`config.mk`:
```
export PLATFORM = sky130hd
export DESIGN_NAME = bp_be_mmu_cmd_queue
export DESIGN_NICKNAME = d
export VERILOG_FILES = /design/src/rtl/bp_be_mmu_cmd_queue.sv
export SDC_FILE = /design/constraint.sdc
export NUM_CORES = 1
export LEC_CHECK = 0
export ABC_AREA = 1
export BUFFER_PORTS_ARGS = -buffer_cell sky130_fd_sc_hd__buf_2
export CAP_MARGIN = 5
export CORE_UTILIZATION = 35
export CTS_CLUSTER_SIZE = 10
export DETAILED_ROUTE_END_ITERATION = 8
export PLACE_DENSITY = 0.67
export SETUP_SLACK_MARGIN = 0.1
export SKIP_CTS_REPAIR_TIMING = 1
export SYNTH_ARGS = -nofsm -noshare
export SYNTH_HDL_FRONTEND = slang
export SYNTH_SLANG_ARGS = --single-unit
```
`constraint.sdc`:
```
create_clock -name clk_i -period 10.4 [get_ports clk_i]
set_input_delay 2.08 -clock clk_i [delete_from_list [all_inputs] [get_ports clk_i]]
set_output_delay 2.08 -clock clk_i [all_outputs]
set_load 0.005 [all_outputs]
```
`src/rtl/bp_be_mmu_cmd_queue.sv`:
```
// bp_be_mmu_cmd_queue: in-order MMU command FIFO with outstanding-request throttle and sticky protocol error.
//   clk_i, reset_i              : clock, async active-high reset
//   cmd_i, cmd_v_i, ready_o     : enqueue side from the mem pipe (ready_o = not full)
//   flush_i                     : drop every queued, unissued command
//   mmu_cmd_o/_v_o, mmu_cmd_ready_i : head command handshake to the MMU
//   mem_resp_v_i                : one response returned for an issued command
//   empty_o, outstanding_o, err_o : status (err_o sticky on overflow/underflow)
package bp_be_mmu_cmd_queue_pkg;
    typedef enum logic [1:0] {e_bp_inv_cfg, e_bp_default_cfg, e_bp_sv32_cfg} bp_params_e;

    function automatic int cfg_vaddr_width(input bp_params_e cfg);
        return (cfg == e_bp_sv32_cfg) ? 32 : 39;
    endfunction

    // op (4b) + virtual address + 64b store data
    function automatic int bp_be_mmu_cmd_width(input int vaddr_width);
        return 4 + vaddr_width + 64;
    endfunction
endpackage

module bp_be_mmu_cmd_queue
    import bp_be_mmu_cmd_queue_pkg::*;
#(
    parameter bp_params_e bp_params_p = e_bp_inv_cfg,
    parameter int els_p = 2,
    parameter int max_outstanding_p = 4,
    localparam int mmu_cmd_width_lp = bp_be_mmu_cmd_width(cfg_vaddr_width(bp_params_p)),
    localparam int ow_lp = $clog2(max_outstanding_p + 1)
) (
    input  logic                        clk_i,
    input  logic                        reset_i,
    input  logic [mmu_cmd_width_lp-1:0] cmd_i,
    input  logic                        cmd_v_i,
    output logic                        ready_o,
    input  logic                        flush_i,
    output logic [mmu_cmd_width_lp-1:0] mmu_cmd_o,
    output logic                        mmu_cmd_v_o,
    input  logic                        mmu_cmd_ready_i,
    input  logic                        mem_resp_v_i,
    output logic                        empty_o,
    output logic [ow_lp-1:0]            outstanding_o,
    output logic                        err_o
);
    localparam int pw_lp = $clog2(els_p);
    localparam int cw_lp = $clog2(els_p + 1);
    localparam logic [pw_lp-1:0] last_c = pw_lp'(els_p - 1);
    localparam logic [cw_lp-1:0] full_c = cw_lp'(els_p);
    localparam logic [ow_lp-1:0] max_c  = ow_lp'(max_outstanding_p);

    logic [mmu_cmd_width_lp-1:0] mem_q [els_p];
    logic [pw_lp-1:0] rptr_q, rptr_d, wptr_q, wptr_d;
    logic [cw_lp-1:0] cnt_q, cnt_d;
    logic [ow_lp-1:0] outs_q, outs_d;
    logic             err_q, err_d;
    logic             full, empty, enq, deq;

    assign full          = cnt_q == full_c;
    assign empty         = cnt_q == '0;
    assign ready_o       = ~full;
    assign empty_o       = empty;
    assign mmu_cmd_v_o   = ~empty & (outs_q < max_c);
    assign mmu_cmd_o     = mem_q[rptr_q];
    assign outstanding_o = outs_q;
    assign err_o         = err_q;

    always_comb begin
        enq    = cmd_v_i & ~full & ~flush_i;
        deq    = mmu_cmd_v_o & mmu_cmd_ready_i;
        rptr_d = flush_i ? '0 : deq ? ((rptr_q == last_c) ? '0 : rptr_q + pw_lp'(1)) : rptr_q;
        wptr_d = flush_i ? '0 : enq ? ((wptr_q == last_c) ? '0 : wptr_q + pw_lp'(1)) : wptr_q;
        cnt_d  = flush_i ? '0 : cnt_q + cw_lp'(enq) - cw_lp'(deq);
        // An issue and a response in the same cycle cancel; a response with nothing outstanding never wraps the count.
        outs_d = (deq & ~mem_resp_v_i) ? outs_q + ow_lp'(1)
               : (~deq & mem_resp_v_i & (outs_q != '0)) ? outs_q - ow_lp'(1)
               : outs_q;
        // A command dropped by a flush is intentional, not an overflow.
        err_d  = err_q | (cmd_v_i & full & ~flush_i) | (mem_resp_v_i & (outs_q == '0));
    end

    always_ff @(posedge clk_i or posedge reset_i) begin
        if (reset_i) begin
            rptr_q <= '0;
            wptr_q <= '0;
            cnt_q  <= '0;
            outs_q <= '0;
            err_q  <= 1'b0;
        end else begin
            rptr_q <= rptr_d;
            wptr_q <= wptr_d;
            cnt_q  <= cnt_d;
            outs_q <= outs_d;
            err_q  <= err_d;
        end
    end

    always_ff @(posedge clk_i) begin
        if (enq) mem_q[wptr_q] <= cmd_i;
    end
endmodule

```
# Word level (Yosys, flattened, before mapping)
# Memories as Yosys holds them, arrays and structs flattened.
# Cells that the tools add are included.
# word_totals
n_memories	1
ramBits	214
in_bits	113
ff_bits	8
# classes
muxes	11
eq_ne	1
n_addsub	6
magnitude_cmp	1
reduce_logical	6
bitwise	17
# memory_table
memory	depth	width	read_ports	rd_ports_with_merged_regs	wr	line_no	rtl
mem_q	2	107	1	0	1	50	logic [mmu_cmd_width_lp-1:0] mem_q [els_p];
# ops
operator	count
AND 1 bit	10
2-to-1 mux 1 bit	8
2-to-1 mux 3 bit	2
nonzero test 2 bit	3
inverter 1 bit	5
adder 3 x 1 -> 3 bit, second input constant	1
logical NOT 3 bit	1
< comparator 3 bit, second input constant	1
nonzero test 3 bit	1
subtractor 3 x 1 -> 3 bit, second input constant	1
adder 1 bit, second input constant	2
adder 2 x 1 -> 2 bit	1
== test 2 bit, second input constant	1
logical NOT 2 bit	1
2-to-1 mux 2 bit	1
bitwise OR 1 bit	2
subtractor 2 x 1 -> 2 bit	1

# Depth between registers and ports, before layout
# depth
depth_word	9
depth_mapped	9
ltp_nobuf	9

# Worst setup path before layout
# No wires, ideal clock.
# synth_path
path_type	in2reg
startpoint	input flush_i
endpoint	memory mem_q[1][0] (netlist bit), enable pin
t_arrival_ns	9.491
required_time_ns	9.695
setup_time_ns	0.705
path_slack_ns	0.205
path_buffers	0
cell_stages	3
path_cell_list	inv_1 > nand2_1 > nor3_1
# synth_between
elab_chain_cells	4
# synth_rtl
item	line_no	rtl
start: declaration	35	input logic flush_i,
inverter 1 bit	67	enq = cmd_v_i & ~full & ~flush_i;
AND 1 bit	67	
2-to-1 mux 1 bit	97	if (enq) mem_q[wptr_q] <= cmd_i;
2-to-1 mux 1 bit (not written as such)	97	
end: declaration	50	
# No other way between the ends.

# Worst setup path after layout
# layout_path
startpoint	register rptr_q
endpoint	output mmu_cmd_o[72]
# layout_between
elab_chain_cells	1
# layout_rtl
item	line_no	rtl
start: declaration	51	logic [pw_lp-1:0] rptr_q, rptr_d, wptr_q, wptr_d;
start signal: assignment	88	rptr_q <= rptr_d;
memory (2 x 107 bit)	-	
end: declaration	36	output logic [mmu_cmd_width_lp-1:0] mmu_cmd_o,
# No other way between the ends.

==> impl_metrics.tcl <==
set metrics [dict create \
    skew_ps 14.66 \
    fin_area_um2 10520 \
    crit_path_max_fanout 82 \
    via_count 5173 \
    cts_buffer_depth 3 \
    fillers 2055 \
    worstSetupStartpointType "register" \
    clock.fmax_ghz 0.2107 \
    drt-total-wl_um 16830 \
    p_sw_mw 0.6428 \
    port_buffers 226 \
    maxSlewViolCount 0 \
    worst_pin_slew_ps 897.5 \
    seqPwrFrac_pct 46.3 \
    seq_area_frac_synth_pct 80.11 \
    fin_setup_tns_ps 0 \
    die_area_um2 24250 \
    setup_viol 0 \
    sw_frac_of_total_pct 26.63 \
    drv_cap 0 \
    grtUsageTotal_pct 13.52 \
    outcome "finished, final reports clean" \
    hpwl_um 10550 \
    p_leak_nw 4.451 \
    nNetsFinal 973 \
    dp_slack_ps 6013 \
    peakVddDrop_uv 157.9 \
    cts_tree "built" \
    die_w_um 155.7 \
    dpl_cell_area_um2 9716 \
    synthCells 620 \
    num_io_pins 227 \
    die_h_um 155.7 \
    fin_total_pwr_mw 2.414 \
    fin_crit_ps 4746 \
    layoutNonFillerInstCount 1191 \
    rsz0062_at_grt "false" \
    clock-sinks 222 \
    final_cell_mix "nand2_1, buf_2, edfxtp_1, clkbuf_16, clkbuf_1" \
    worstPathArrival_ps 2670 \
    ant_nets 0 \
    relSlewSlack_pct 40.16 \
    power_frac_comb_pct 19.0 \
    syn-cell-area_um2 8272 \
    critPathKind "reg2out" \
    clkTransAtPathRegs_ps 50 \
    vias_per_cell 4.343 \
    hold_path_depth 2 \
    r2r_cells 7 \
    htreeDepth 1 \
    gp_congestion 0.7959 \
    hold_class "reg2reg" \
    synth_nets 736 \
    drt_iter0_drc 269 \
    antenna_found_initial 3 \
    period_share_pct 45.63 \
    grt_pass1_wl_um 25390 \
    hold_violations 0 \
    p_int_mw 1.771 \
    syn2layout_area_growth_pct 27.17 \
    layout.cells.most_common "nand2_1" \
    grt_max_degree 83 \
    wl_per_cell_um 14.13 \
    cts_buffers 26 \
    syn_area_per_cell_um2 13.34 \
    grt_pass1_vias 4945 \
    drive_gt1_share_pct 31.01 \
    worstSkewPairLatency_ps 510 \
    drt_pass1_iterations 4 \
    p_clk_share_pct 34.7 \
    overflow 0 \
    yosysUniqueCellTypes 25 \
    endpoint_kind "output port" \
    ys_ff_latch 222 \
    power_density_nw_per_um2 229.5 \
    cp.required_ps 8320 \
    ys_warn_count 0 \
    rows 55 \
    dp_cells 1142 \
    core_um2 22920 \
    fin_ws_ps 5654 \
    remaining_drc_errors 0 \
    cts_root_buf "clkbuf_16" \
    start_util_pct 36.10 \
]
-- power groups by stage --
stage          clock [mW]  combinational, mW  sequential (mW)
6_report            0.838              0.458             1.12
5_1_grt             0.890              0.520             1.13
4_1_cts             0.861              0.471             1.12
3_5_place_dp            0              0.468             1.14
3_3_place_gp            0              0.462             1.14
2_1_floorplan           0              0.267             1.13
-- flip-flops by register name, summed over array words and instances (netlist names) --
register and count:
cnt_q 2, err_o 1, mem_q 214, outstanding_o 3, rptr_q 1, wptr_q 1
-- layout make-up --
class                   instances  area, µm²  share of cell area (%)
clock buffers                  47      770.7                   7.327
repair buffers                232       1176                   11.18
inverters                      17      66.31                  0.6304
diodes                          1      2.502                 0.02379
flip-flops and latches        222       6630                   63.03
well taps                     313      391.6                   3.723
clock inverters                 1      30.03                  0.2855
multi-input cells             358       1451                   13.80
-- metal layers --
layer	track usage [%]	vias to the layer above	routed length, µm
li1	-	2560	-
met1	16.00	2405	6931
met2	23.38	175	8144
met3	4.389	31	1312
met4	4.062	2	424
met5	0	-	13
-- stage by stage --
step                      hold WS, ps  util, %
after floorplan                 455.7        -
after global placement          447.2    42.40
after detailed placement        482.8    42.40
after CTS                       497.5    45.89
after global routing            524.8    45.89
final                           492.3    45.90
-- logic make-up (layout without fill, tap and decap cells) --
| group | count (synthesis) | after routing | share of synthesized area, % |
|---|---|---|---|
| AO/OA/AOI/OAI | 6 | 6 | 0.3933 |
| XOR/XNOR | 2 | 2 | 0.2118 |
| adder cells (fa/ha/maj) | 3 | 3 | 0.5445 |
| buffers and inverters | 40 | 297 | 2.496 |
| flip-flops | 222 | 222 | 80.11 |
| other | 0 | 1 | 0 |
| AND/OR/NAND/NOR | 347 | 347 | 16.25 |
-- cells in the mapped netlist --
cell      number  area [µm²]
a21oi_1        2       10.01
a31oi_1        1       6.260
buf_2         16       80.08
buf_4          5       37.54
buf_6          2       22.52
dfrtp_1        8       200.2
edfxtp_1     214        6426
fa_1           1       20.02
ha_1           2       25.02
inv_1         15       56.30
inv_2          1       3.750
inv_4          1       6.260
nand2_1      331        1242
nand2_2        2       12.51
nand2_4        1       11.26
nand3_1        3       15.01
nand3_2        1       10.01
nand4_4        1       21.27
nor2_1         7       26.28
nor3_1         1       5.000
o21ai_0        1       5.000
o21ai_1        1       5.000
o22ai_1        1       6.260
xnor2_1        1       8.760
xor2_1         1       8.760
-- worst max-delay path, cell delays in order, from the launching register on --
cell	delay, ps
dfrtp_4	680
inv_4	320
buf_4	750
nand2_1	120
nand2_1	110
buf_2	120
-- path summary, 6_finish.rpt --
check | to | start | slack (ps)
max | mmu_cmd_o[72] | rptr_q | 5650
min | err_o | err_o | 490
max reg2reg | mem_q[0][34] | cnt_q[1] | 7760
min reg2reg | err_o | err_o | 490
max in group asynchronous | rptr_q | reset_i | 8600
min in group asynchronous | outstanding_o[1] | reset_i | 1520
Power figures use the tool's default switching activity.
